## src/rtl/rv32i_if_stage.sv

```systemverilog
// rv32i_if_stage: instruction fetch stage.
// Owns the fetch PC and issues one word request at a time to instruction
// memory (req/gnt/rvalid). It hands {pc, instr} to decode through a
// valid/ready handshake. Execute can redirect it at any time, and a response
// that is still in flight when the redirect arrives is dropped.
//
// Ports:
//   clk_i, rst_i          clock, async active-high reset
//   imem_req_o/addr_o     fetch request and word-aligned byte address
//   imem_gnt_i            request accepted this cycle
//   imem_rvalid_i/rdata_i response valid and instruction word
//   redirect_i/pc_i       control-flow redirect from execute
//   id_ready_i            decode accepts the payload
//   if_valid_o/payload_o  {pc, instr} toward decode, zero when not valid

package rv32i_if_pkg;
  typedef struct packed {
    logic [31:0] pc;
    logic [31:0] instr;
  } if_id_payload_t;
endpackage

module rv32i_if_stage
  import rv32i_if_pkg::*;
#(
  parameter logic [31:0] RESET_PC = 32'h0000_0000
) (
  input  logic           clk_i,
  input  logic           rst_i,
  output logic           imem_req_o,
  output logic [31:0]    imem_addr_o,
  input  logic           imem_gnt_i,
  input  logic           imem_rvalid_i,
  input  logic [31:0]    imem_rdata_i,
  input  logic           redirect_i,
  input  logic [31:0]    redirect_pc_i,
  input  logic           id_ready_i,
  output logic           if_valid_o,
  output if_id_payload_t if_payload_o
);

  typedef enum logic [1:0] {S_REQ, S_WAIT, S_OUT} state_t;

  state_t      r_state, w_state_d;
  logic [31:0] r_fetch_pc, w_fetch_pc_d;
  logic [31:0] r_issued_pc, w_issued_pc_d;
  logic [31:0] r_out_pc, w_out_pc_d;
  logic [31:0] r_out_instr, w_out_instr_d;
  logic        r_drop, w_drop_d;
  logic        w_req, w_valid;

  // Redirect targets are forced word aligned; the low bits are discarded.
  logic w_unused_rpc;
  assign w_unused_rpc = ^redirect_pc_i[1:0];

  always_ff @(posedge clk_i or posedge rst_i) begin
    if (rst_i) begin
      r_state     <= S_REQ;
      r_fetch_pc  <= RESET_PC;
      r_issued_pc <= RESET_PC;
      r_out_pc    <= '0;
      r_out_instr <= '0;
      r_drop      <= 1'b0;
    end else begin
      r_state     <= w_state_d;
      r_fetch_pc  <= w_fetch_pc_d;
      r_issued_pc <= w_issued_pc_d;
      r_out_pc    <= w_out_pc_d;
      r_out_instr <= w_out_instr_d;
      r_drop      <= w_drop_d;
    end
  end

  always_comb begin
    w_state_d     = r_state;
    w_fetch_pc_d  = r_fetch_pc;
    w_issued_pc_d = r_issued_pc;
    w_out_pc_d    = r_out_pc;
    w_out_instr_d = r_out_instr;
    w_drop_d      = r_drop;
    w_req         = 1'b0;
    w_valid       = 1'b0;

    case (r_state)
      S_REQ: begin
        w_req = !redirect_i;
        if (w_req && imem_gnt_i) begin
          w_issued_pc_d = r_fetch_pc;
          w_fetch_pc_d  = r_fetch_pc + 32'd4;
          w_state_d     = S_WAIT;
        end
      end
      S_WAIT: begin
        if (imem_rvalid_i) begin
          if (r_drop) begin
            w_drop_d  = 1'b0;
            w_state_d = S_REQ;
          end else begin
            w_out_pc_d    = r_issued_pc;
            w_out_instr_d = imem_rdata_i;
            w_state_d     = S_OUT;
          end
        end
      end
      S_OUT: begin
        w_valid = 1'b1;
        if (id_ready_i && !redirect_i) begin
          // Back-to-back: the next request goes out while decode takes this one.
          w_req = 1'b1;
          if (imem_gnt_i) begin
            w_issued_pc_d = r_fetch_pc;
            w_fetch_pc_d  = r_fetch_pc + 32'd4;
            w_state_d     = S_WAIT;
          end else begin
            w_state_d = S_REQ;
          end
        end
      end
      default: w_state_d = S_REQ;
    endcase

    // A redirect overrides everything decided above.
    if (redirect_i) begin
      w_req         = 1'b0;
      w_valid       = 1'b0;
      w_fetch_pc_d  = {redirect_pc_i[31:2], 2'b00};
      w_issued_pc_d = r_issued_pc;
      w_out_pc_d    = r_out_pc;
      w_out_instr_d = r_out_instr;
      // A response that is still outstanding has to be swallowed when it lands.
      if (r_state == S_WAIT && !imem_rvalid_i) begin
        w_state_d = S_WAIT;
        w_drop_d  = 1'b1;
      end else begin
        w_state_d = S_REQ;
        w_drop_d  = 1'b0;
      end
    end
  end

  // While reset is held the state register sits in REQ, so gate the outputs here.
  assign imem_req_o   = w_req & !rst_i;
  assign imem_addr_o  = {r_fetch_pc[31:2], 2'b00};
  assign if_valid_o   = w_valid & !rst_i;
  assign if_payload_o = if_valid_o ? '{pc: r_out_pc, instr: r_out_instr} : '0;

endmodule

```

## config.mk

```make
export PLATFORM = sky130hd
export DESIGN_NAME = rv32i_if_stage
export DESIGN_NICKNAME = d
export VERILOG_FILES = /design/src/rtl/rv32i_if_stage.sv
export SDC_FILE = /design/constraint.sdc
export NUM_CORES = 1
export LEC_CHECK = 0
export BUFFER_PORTS_ARGS = -buffer_cell sky130_fd_sc_hd__buf_2
export CORE_AREA = 4 4 136 138
export DETAILED_ROUTE_END_ITERATION = 10
export DIE_AREA = 0 0 140 142
export GPL_TIMING_DRIVEN = 0
export MAX_ROUTING_LAYER = met4
export SYNTH_ARGS = -nofsm -noshare
export SYNTH_HDL_FRONTEND = slang
export SYNTH_SLANG_ARGS = --single-unit
```

## constraint.sdc

```tcl
create_clock -name clk_i -period 9.1 [get_ports clk_i]
set_input_delay 1.365 -clock clk_i [delete_from_list [all_inputs] [get_ports clk_i]]
set_output_delay 1.365 -clock clk_i [all_outputs]
set_load 0.005 [all_outputs]
```

======== Word level (Yosys, flattened, before mapping) ========
Index checks and enable logic that the tools add are counted.
W data, S select, Z words.
storage, ports and cells
  bits in registers ....................... 131
  input port bits ......................... 70
  output and inout bits ................... 98
  logic and storage cells ................. 63
cells by class
  $add $sub $neg .......................... 1
  equal/unequal tests ..................... 9
  multiplexer cells ....................... 27
  bitwise gates (word level) .............. 4
  reductions and logical operators ........ 16
operator list
  operator                 count
  $mux W32                 7
  $pmux W32 S2             2
  $mux W64                 1
  $add A32 B3 Y32 const B  1
  $ne A3 B3 Y1 const B     4
  $mux W1                  10
  $mux W2                  5
  $reduce_and A4 Y1        2
  $ne A2 B2 Y1 const B     3
  $pmux W2 S3              1
  $reduce_bool A2 Y1       3
  $reduce_and A5 Y1        1
  $logic_and A1 B1 Y1      3
  $logic_not A1 Y1         3
  $reduce_and A3 Y1        1
  $reduce_bool A3 Y1       1
  $and A1 B1 Y1            2
  $eq A2 B1 Y1 const B     1
  $eq A2 B2 Y1 const B     1
  $logic_not A2 Y1         1
  $not A1 Y1               2
  $pmux W1 S2              1
  $reduce_and A2 Y1        1

======== Longest topological paths before layout ========
  depth in word-level cells ............... 6
  depth in mapped cells ................... 6
  mapped depth without buffers ............ 5

======== Least setup slack after synthesis ========
OpenSTA, ideal clock, no wires.
  path kind ............................... input to output
  start point ............................. in redirect_i
  end point ............................... out if_payload_o[54] in the netlist's numbering
  data arrival time ....................... 2459 ps
  data required time ...................... 7735 ps
  setup slack ............................. 5276 ps
  cell stages on the path ................. 4
  path buffers ............................ 2
  cells stage by stage .................... clkbuf_1 -> nor4b_2 -> clkbuf_1 -> and2_1
RTL lines
  item             RTL line  source
  start, declared  35        input logic redirect_i,
  end, declared    39        output if_id_payload_t if_payload_o

==> impl_metrics.toml <==
[run_status]
status = "finished, final reports clean"

[worst_setup_path]
rr_worst_depth = 5
end_kind = "output pin"
critPathBufInv = 3
r2r_setup_slack_ns = 6.70
path_cells = "clkbuf_1 > nor4b_2 > clkbuf_1 > and2_1 > buf_2"
arrival_ns = 3.43
crit_slowest_cell = "nor4b_2"
cp-start-kind = "input pin"
cp_num_cells = 5
critPathMaxStageDelay_ns = 1.02
crit_type = "input pin to output pin"
r2r_end = "r_fetch_pc[23]"
cp_data_required_time_ns = 7.74
crit_fanout = 10
path_delay_family = "simple AND/OR/NAND/NOR gates"
rr_startpoint = "r_state[1]"
cp_common_cell = "clkbuf_1"

[place]
post_dp_cell_area_um2 = 7080
portBuffers = 160
gp_congestion = 0.826
hpwl_um = 12400

[clock_tree]
cts_buffer_depth = 2
clock_sinks = 125
cts_setup_buffers = 0
clk_latency_ns = 0.42
clock-root-buffer = "clkbuf_16"
cts_tree = "built"
cts_buffers = 17
cts_hold_buf = 0
htree_levels = 4
clk_pin_slew_worst_paths_ns = 0.05
ctsResizeCount = 0

[synthesis]
syn_inst = 514
synth_ff_type = "dfrtp_1"
synth-edff-count = 0
synth.avg_cell_area_um2 = 11.6
synth_seq_cells = 125
post_synth_instance_area_um2 = 5950
synthArstFlopShare = 1.00
ys_warn_count = 0
yosysSeqAreaShare = 0.525
synthDistinctLibCells = 56

[hold_path]
hold_start = "r_out_instr[13]"
hold_depth = 1
min_to = "r_out_instr[13]"
hp-class = "flop to flop"

[power_and_ir_drop]
finalPower_mw = 1.78
power_leakage_nw = 3.55
swShare = 0.259
pwr-share-clk = 0.371
power_density_nw_per_um2 = 232
power_frac_comb = 0.160
p_int_mw = 1.32
vdd_drop_max_v = 0.000129
p_seq_frac = 0.469
p_switching_mw = 0.461

[timing]
tns_ns = 0
max_freq_ghz = 0.208
hold_viol = 0
setup_viol = 0
rsz0062_at_grt = "false"
tightest_slew_ns = 1.13
period_needed_ns = 4.80
fin_worst_skew_ns = 0.0108
slew_violations = 0
max-slew-margin-rel = 0.244
whs_ns = 0.494
period_share = 0.527

[global_routing]
gr-total-overflow = 0
grt_max_degree = 85
grtUsageTotal = 0.178
grt_pass1_vias = 4970
grt_pass1_wl_um = 26800
antenna_found_initial = 0

[cells_and_area]
multiInputGateArea_um2 = 2640
fin_util = 0.446
syn_to_final_growth_pct = 28.7
diodes = 0
fillers = 1685
fin_nets = 768
drive_above_1_share = 0.430
regArea_um2 = 3130
final_area_um2 = 7660

[route]
dr_total_vias = 4768
drtIter0Drc = 327
wl_per_cell_um = 17.9
routed_wirelength_um = 16700
vias_per_cell = 5.10
antenna_left = 0
firstDrtPassIters = 5
drcViolationCount = 0

[job]
drv_cap = 0

[floorplan]
start_util = 0.347
die-width_um = 140
die_area_um2 = 19900
die_h_um = 142
row_count = 48
ios = 168
core_area_um2 = 17200
-- state kept, by name, indices dropped and copies added, names as in the netlist --
register,cells
r_out_instr,32
r_fetch_pc,30
r_issued_pc,30
r_out_pc,30
r_state,2
r_drop,1
-- worst max path at each step --
stage                     from               end  slack, ns
floorplan                rst_i            r_drop       4.41
global placement         rst_i   r_out_instr[16]       3.04
detailed placement  redirect_i  if_payload_o[43]       4.28
CTS                 redirect_i  if_payload_o[52]       4.26
global route        redirect_i  if_payload_o[43]       4.08
finish              redirect_i  if_payload_o[43]       4.30
-- per-layer routing --
metal,vias to the layer above,part of all wire,global-route usage
li1,2212,-,-
met1,2343,0.42,0.218
met2,193,0.49,0.288
met3,20,0.069,0.0521
met4,0,0.015,0.0515
met5,-,0,-
-- logic make-up (layout without fill, tap and decap cells) --
logic type / Yosys count / in the layout / share of synthesized area
mux: 93 / 93 / 0.176
xor+xnor: 7 / 7 / 0.0103
flops: 125 / 125 / 0.525
compound gates: 53 / 53 / 0.0651
buf+inv: 42 / 235 / 0.0340
fa+ha+maj: 1 / 1 / 0.00210
other cells: 1 / 4 / 0.000630
simple gates: 192 / 192 / 0.187
-- synthesized netlist by cell type (3+ instances only) --
cell type | instances | area share
nor2_1 | 17 | 0.011
clkbuf_1 | 21 | 0.013
mux2_2 | 92 | 0.17
nand2_1 | 31 | 0.020
inv_1 | 7 | 0.0044
nand3_1 | 14 | 0.012
nor4_1 | 11 | 0.012
o31ai_1 | 9 | 0.011
o311ai_0 | 4 | 0.0059
buf_4 | 4 | 0.0050
a221o_1 | 3 | 0.0050
nand4_1 | 13 | 0.014
dfrtp_1 | 125 | 0.53
o21ai_0 | 10 | 0.0084
or2_2 | 3 | 0.0032
nand2b_1 | 3 | 0.0032
a31oi_1 | 10 | 0.011
xnor2_1 | 6 | 0.0088
buf_2 | 4 | 0.0034
nor3_1 | 9 | 0.0076
or4_1 | 6 | 0.0076
nor2b_1 | 3 | 0.0032
and2_1 | 65 | 0.068
o311ai_1 | 5 | 0.0074
-- metrics by stage --
step                      cells  setup WS [ns]
after floorplan             517           4.41
after global placement      902           3.04
after detailed placement    903           4.28
after CTS                   935           4.26
after global routing        935           4.08
final                       935           4.30
-- final cells by class --
cell class,instances,area share
Sequential cell,125,0.408
Buffer,34,0.0225
Clock buffer,19,0.0578
Inverter,8,0.00457
Clock inverter,13,0.0184
Timing Repair Buffer,161,0.108
Multi-Input combinational cell,350,0.344
Tap cell,225,0.0367
-- power by group through the flow --
stage | Clock [mW] | Sequential [mW] | Combinational (mW)
2_1_floorplan | 0 | 0.809 | 0.214
3_3_place_gp | 0 | 0.831 | 0.274
3_5_place_dp | 0 | 0.845 | 0.290
4_1_cts | 0.675 | 0.836 | 0.292
5_1_grt | 0.702 | 0.859 | 0.318
6_report | 0.660 | 0.835 | 0.285
-- cell usage in the layout (no fill, tap or decap), types with 4 or more instances in the layout --
cell	count
buf_4	4
inv_1	6
o311ai_1	5
o311ai_0	4
buf_2	164
dfrtp_1	125
clkbuf_16	17
o21ai_0	10
nand2_1	31
or4_1	6
and2_1	65
mux2_2	92
a31oi_1	10
clkbuf_1	22
nor3_1	9
nand3_1	14
o31ai_1	9
nand4_1	13
nor4_1	11
conb_1	4
xnor2_1	6
nor2_1	17
No activity file was read; power rests on OpenSTA's default activity.
